`config.mk`:
```
export PLATFORM = sky130hd
export DESIGN_NAME = mesm6_timer
export DESIGN_NICKNAME = d
export VERILOG_FILES = /design/src/rtl/mesm6_timer.sv
export SDC_FILE = /design/constraint.sdc
export NUM_CORES = 1
export LEC_CHECK = 0
export ABC_AREA = 0
export CAP_MARGIN = 20
export CORE_MARGIN = 10
export CORE_UTILIZATION = 55
export DETAILED_ROUTE_END_ITERATION = 12
export PLACE_DENSITY_LB_ADDON = 0.2
export SYNTH_ARGS = -nofsm -noshare
export SYNTH_HDL_FRONTEND = slang
export SYNTH_SLANG_ARGS = --single-unit
```
`constraint.sdc`:
```
create_clock -name clk -period 6.9 [get_ports clk]
set_clock_uncertainty 0.05 [all_clocks]
set_input_delay 0.69 -clock clk [delete_from_list [all_inputs] [get_ports clk]]
set_output_delay 0.69 -clock clk [all_outputs]
set_load 0.005 [all_outputs]
```
`src/rtl/mesm6_timer.sv`:
```
// mesm6_timer -- programmable interval timer on the mesm6 peripheral bus.
//
// A prescaled down-counter with one-shot and periodic (AUTO) modes. It has a
// sticky expiry flag (STATUS.EXP) and a level interrupt irq = EXP & CTRL.IE,
// which feeds one dev_irq bit of mesm6_pic.
//
// Ports:
//   clk        system clock, rising edge
//   reset      asynchronous reset, active low
//   irq        level interrupt request
//   tmr_addr   register address, only [2:0] decoded (chip select is external)
//   tmr_read   read request, held by the master until tmr_done
//   tmr_write  write request, held by the master until tmr_done
//   tmr_rdata  registered read data, valid from the done cycle onward
//   tmr_wdata  write data
//   tmr_done   one-cycle completion pulse
//
// Register map (octal):
//   0 CNT  1 PERIOD  2 CTRL{IE,AUTO,EN}  3 PRESCALE  4 STATUS{EXP} (W1C)
//   5..7 read as zero, writes ignored
module mesm6_timer #(
    parameter int CNT_W = 48,
    parameter int PRE_W = 16
) (
    input  logic             clk,
    input  logic             reset,
    output logic             irq,
    input  logic [14:0]      tmr_addr,
    input  logic             tmr_read,
    input  logic             tmr_write,
    output logic [CNT_W-1:0] tmr_rdata,
    input  logic [CNT_W-1:0] tmr_wdata,
    output logic             tmr_done
);

    typedef enum logic [1:0] {
        S_IDLE,
        S_ACK,
        S_WAIT
    } bus_state_t;

    localparam logic [2:0] A_CNT    = 3'o0;
    localparam logic [2:0] A_PERIOD = 3'o1;
    localparam logic [2:0] A_CTRL   = 3'o2;
    localparam logic [2:0] A_PRE    = 3'o3;
    localparam logic [2:0] A_STATUS = 3'o4;

    bus_state_t       state, state_nxt;

    logic [CNT_W-1:0] cnt;
    logic [CNT_W-1:0] period;
    logic [PRE_W-1:0] prescale;
    logic [PRE_W-1:0] pcnt;
    logic             ctrl_en, ctrl_auto, ctrl_ie;
    logic             exp_flag;

    logic [2:0]       reg_sel;
    logic             access, wr_en, rd_en;
    logic             wr_cnt, wr_period, wr_ctrl, wr_pre, wr_status;
    logic             tick, eff_tick, cnt_le1, expire;

    // Upper address bits are decoded by the external chip select.
    logic             addr_unused;
    assign addr_unused = ^tmr_addr[14:3];

    // ------------------------------------------------------------------
    // Bus handshake: a request is performed only on the IDLE->ACK edge.
    // WAIT then holds off until the master drops its request, so a held
    // request is never serviced twice.
    // ------------------------------------------------------------------
    always_ff @(posedge clk or negedge reset) begin
        if (!reset) state <= S_IDLE;
        else        state <= state_nxt;
    end

    always_comb begin
        state_nxt = state;
        tmr_done  = 1'b0;
        case (state)
            S_IDLE: if (tmr_read || tmr_write) state_nxt = S_ACK;
            S_ACK: begin
                tmr_done  = 1'b1;
                state_nxt = S_WAIT;
            end
            S_WAIT: if (!tmr_read && !tmr_write) state_nxt = S_IDLE;
            default: state_nxt = S_IDLE;
        endcase
    end

    assign reg_sel   = tmr_addr[2:0];
    assign access    = (state == S_IDLE) && (tmr_read || tmr_write);
    // Write takes priority when both strobes are raised together.
    assign wr_en     = access && tmr_write;
    assign rd_en     = access && tmr_read && !tmr_write;

    assign wr_cnt    = wr_en && (reg_sel == A_CNT);
    assign wr_period = wr_en && (reg_sel == A_PERIOD);
    assign wr_ctrl   = wr_en && (reg_sel == A_CTRL);
    assign wr_pre    = wr_en && (reg_sel == A_PRE);
    assign wr_status = wr_en && (reg_sel == A_STATUS);

    // ------------------------------------------------------------------
    // Prescaler and tick. A CNT or CTRL write in the tick cycle overrides
    // the tick: no decrement, no reload and no expiry for that cycle.
    // ------------------------------------------------------------------
    assign tick     = ctrl_en && (pcnt == prescale);
    assign eff_tick = tick && !wr_cnt && !wr_ctrl;
    assign cnt_le1  = (cnt[CNT_W-1:1] == '0);
    assign expire   = eff_tick && cnt_le1;

    always_ff @(posedge clk or negedge reset) begin
        if (!reset)
            pcnt <= '0;
        else if (wr_cnt || wr_ctrl || !ctrl_en || tick)
            pcnt <= '0;
        else
            pcnt <= pcnt + PRE_W'(1);
    end

    // ------------------------------------------------------------------
    // Counter / control / status registers
    // ------------------------------------------------------------------
    always_ff @(posedge clk or negedge reset) begin
        if (!reset) begin
            cnt <= '0;
        end else if (wr_cnt) begin
            cnt <= tmr_wdata;
        end else if (eff_tick) begin
            if (!cnt_le1)       cnt <= cnt - CNT_W'(1);
            else if (ctrl_auto) cnt <= period;
            else                cnt <= '0;
        end
    end

    always_ff @(posedge clk or negedge reset) begin
        if (!reset) begin
            ctrl_en   <= 1'b0;
            ctrl_auto <= 1'b0;
            ctrl_ie   <= 1'b0;
        end else if (wr_ctrl) begin
            ctrl_en   <= tmr_wdata[0];
            ctrl_auto <= tmr_wdata[1];
            ctrl_ie   <= tmr_wdata[2];
        end else if (expire && !ctrl_auto) begin
            // one-shot stops itself
            ctrl_en   <= 1'b0;
        end
    end

    always_ff @(posedge clk or negedge reset) begin
        if (!reset) begin
            period   <= '0;
            prescale <= '0;
        end else begin
            if (wr_period) period   <= tmr_wdata;
            if (wr_pre)    prescale <= tmr_wdata[PRE_W-1:0];
        end
    end

    // A new expiry beats a simultaneous W1C so no event is lost.
    always_ff @(posedge clk or negedge reset) begin
        if (!reset)                         exp_flag <= 1'b0;
        else if (expire)                    exp_flag <= 1'b1;
        else if (wr_status && tmr_wdata[0]) exp_flag <= 1'b0;
    end

    assign irq = exp_flag && ctrl_ie;

    // ------------------------------------------------------------------
    // Read data register, updated only on a performed read
    // ------------------------------------------------------------------
    always_ff @(posedge clk or negedge reset) begin
        if (!reset) begin
            tmr_rdata <= '0;
        end else if (rd_en) begin
            case (reg_sel)
                A_CNT:    tmr_rdata <= cnt;
                A_PERIOD: tmr_rdata <= period;
                A_CTRL:   tmr_rdata <= CNT_W'({ctrl_ie, ctrl_auto, ctrl_en});
                A_PRE:    tmr_rdata <= CNT_W'(prescale);
                A_STATUS: tmr_rdata <= CNT_W'(exp_flag);
                default:  tmr_rdata <= '0;
            endcase
        end
    end

endmodule

```
==> results.cfg <==
[outcome]
status = complete, no violations

[finish]
layout_commonest_cell = sky130_fd_sc_hd__dfrtp_1
final_cell_count_no_fill = 1281
most-common-layout-cells = sky130_fd_sc_hd__dfrtp_1, sky130_fd_sc_hd__clkdlybuf4s50_1, sky130_fd_sc_hd__nand2_1, sky130_fd_sc_hd__o21ai_0, sky130_fd_sc_hd__mux2_2
fin_nets = 1112
antenna-diode-count = 0
final_area_sq_um = 11500
layout-area-overhead-vs-synth_pct = 19.3
post_route_cells_drive_above_1_share = 0.150

[logic_synthesis]
synth_async_sr_flop_share = 1.00
number_of_flops_mapped_to_enable_cells_by_yosys = 0
synthesis.instances = 974
syn_avg_cell_area_sq_um = 9.93
synth_ff_type = sky130_fd_sc_hd__dfrtp_1
synth_net_count = 1043
syn_area_sq_um = 9670
synth-seq-area-share = 0.471
yosysWarnings = 0
yosys_register_bits = 182
synth.lib_cells_used.distinct = 64

[placed_design]
portBuffers = 104
postPlaceCellArea_sq_um = 10900
detailed_place_hpwl_mm = 18.3
gp_congestion = 0.944
numPlacedInstances = 1248

[die]
die-area_sq_um = 23300
core_sq_um = 17300
die_x_microns = 153
die_height_microns = 153
design.portCount = 117
floorplan.rows = 48
start_util = 0.559

[worst_setup_path]
r2r_slack_ps = 3370
crit_path_end_kind = flip-flop
criticalPathCategory = in -> reg
cp_slowest_stage_delay_ps = 920
cp.arrival_ps = 4370
crit_required_ps = 7180
cpMostUsedCell = sky130_fd_sc_hd__nand2_1
start_of_the_worst_register_to_register_path = cnt[25]$_DFFE_PN0P_
timing.critical_path.cells = clkdlybuf4s50_1 > nor2_1 > nand2_1 > and2_1 > nand2_1 > buf_4 > nand2_1 > o221a_2
startpoint_type = input pin
cpMaxStageDelayCell = sky130_fd_sc_hd__clkdlybuf4s50_1
crit_fanout = 33
timing.rr.end = cnt[47]$_DFFE_PN0P_
ff2ff_path_depth = 7

[grt]
initial_antenna_violation_count = 0
grt_usage = 0.236
via_count_of_the_first_global_routing_pass = 8369
grt_max_degree = 78
grt-ovfl-total = 0
grt_first_pass_wirelength_mm = 45.3

[routing]
remaining_drc_errors = 0
top_layer = met4
drt_iter0_drc = 787
wl_met1_mm = 12.1
detailedRoute.firstPassIterationCount = 5
wl_per_cell_microns = 22.0
finalWirelength_mm = 28.2
met2WireLength_mm = 13.4
dr_total_vias = 8407
route.detailed.vias_per_inst = 6.56
drt.antenna.violating_nets = 0
met3_length_mm = 2.12

[cts]
cts_inserted_buffers = 17
clk_root_buffer_cell = sky130_fd_sc_hd__clkbuf_16
clock_tree_from_tritoncts = built
insertion_delay_ps = 440
clk_transition_reported_paths_ps = 70
cts_buffer_depth = 2
post_cts.repair.setup_buffers = 0
cts.sink_count = 182
cts.hold.buffers_added = 0
post_cts.resized_instances = 0
h-tree-depth = 4

[timing]
hold_slack_ps = 133
final_min_period_over_clock_period = 0.593
final-max-slew-violation-count = 0
period_minus_slack_ps = 4090
setup_viol = 0
grt_setup_unrepaired = false
max_slew.worst_pin.slew_ps = 1040
fmax_mhz = 244
fin_tns_setup_ps = 0
worst_slew_margin_rel = 0.304
hold_violations = 0

[power_and_ir_drop]
max_ir_drop_vdd_uv = 239
power_density_nw_per_um2 = 376
power.leakage_nw = 4.57

[worst_hold_path]
holdCritPathClass = in -> async

[job]
drv.max_cap_violation_count = 0
cells by family after synthesis:
logic type                 Yosys count  share of synthesized area
adders and majority gates            2                    0.00259
muxes                               89                      0.105
xor gates and xnor gates            46                     0.0417
buffers and inverters               84                     0.0340
DFF                                182                      0.471
AOI/OAI and AO/OA                  254                      0.177
and+or+nand+nor                    317                      0.169
state kept, by name (all words and copies together) (netlist names):
name       count
cnt           48
period        48
tmr_rdata     48
pcnt          16
prescale      16
state          2
ctrl_auto      1
ctrl_en        1
ctrl_ie        1
exp_flag       1
critical path: cells and delay by family:
kind	cells	cell delay (ps)
buffers and inverters	2	1420
AND/OR/NAND/NOR	5	1840
AO/OA/AOI/OAI	1	360
report_power, final:
group | total, mW | internal, mW | switching (mW)
Clock | 1.10 | 0.650 | 0.446
Combinational | 1.26 | 0.692 | 0.572
Sequential | 1.97 | 1.48 | 0.492
through the flow:
| step | util | worst slack, ps | power [mW] |
|---|---|---|---|
| floorplan | - | 4380 | 2.67 |
| global placement | 0.628 | 2580 | 3.16 |
| detailed placement | 0.628 | 2490 | 3.22 |
| CTS | 0.666 | 2950 | 4.33 |
| global route | 0.667 | 2650 | 4.58 |
| finish | 0.667 | 2810 | 4.34 |
cell usage after synthesis, drive strengths merged (2+ instances only):
master	instances	area, sq um
o2bb2ai	2	17.5
a31oi	13	81.3
mux2i	7	70.1
xor2	16	140
o21ai	80	400
o41ai	2	17.5
a221oi	2	17.5
nand3b	3	22.5
o211ai	7	52.6
and4	4	35.0
a311oi	5	43.8
nor3	25	130
a22o	6	52.6
o31ai	2	15.0
nand3	37	185
or2	4	25.0
nor2	65	244
dfrtp	182	4550
or3	13	81.3
xnor2	30	263
a211o	9	78.8
nand2	88	330
o221a	7	78.8
nand4	17	113
inv	12	45.0
o211a	2	20.0
a41oi	3	26.3
nand2b	4	25.0
buf	13	62.6
a21oi	33	165
mux2	80	901
a21o	2	15.0
a211oi	8	60.1
or4	10	78.8
nor4	25	218
ha	2	25.0
and3	12	75.1
a22oi	51	383
o311ai	2	17.5
mux4	2	45.0
and2	6	37.5
a221o	9	90.1
clkbuf	59	221
per-layer routing:
layer | track usage | vias to the layer above
met5 | 0 | -
met4 | 0.0845 | 0
met3 | 0.0545 | 57
met2 | 0.372 | 402
met1 | 0.310 | 4182
li1 | - | 3766
worst max path at each step:
| stage | startpoint | endpoint | slack [ps] | cells past startpoint |
|---|---|---|---|---|
| 4_1_cts | tmr_addr[0] | cnt[40]$_DFFE_PN0P_ | 2950 | 8 |
| 2_1_floorplan | cnt[37]$_DFFE_PN0P_ | cnt[44]$_DFFE_PN0P_ | 4380 | 7 |
| 6_report | tmr_addr[0] | cnt[40]$_DFFE_PN0P_ | 2810 | 8 |
| 3_3_place_gp | tmr_addr[0] | cnt[23]$_DFFE_PN0P_ | 2580 | 8 |
| 3_5_place_dp | tmr_addr[0] | cnt[23]$_DFFE_PN0P_ | 2490 | 8 |
| 5_1_grt | tmr_addr[0] | cnt[40]$_DFFE_PN0P_ | 2650 | 8 |
cell type report:
| type | instances | area, sq um |
|---|---|---|
| clock inverter | 13 | 221 |
| clock buffer | 19 | 433 |
| sequential | 182 | 4550 |
| inverter | 12 | 45.0 |
| tap | 225 | 282 |
| timing repair buffer | 122 | 1180 |
| multi-input combinational | 708 | 4810 |
| fill | 1396 | 5760 |
Power figures use the tool's default switching activity.
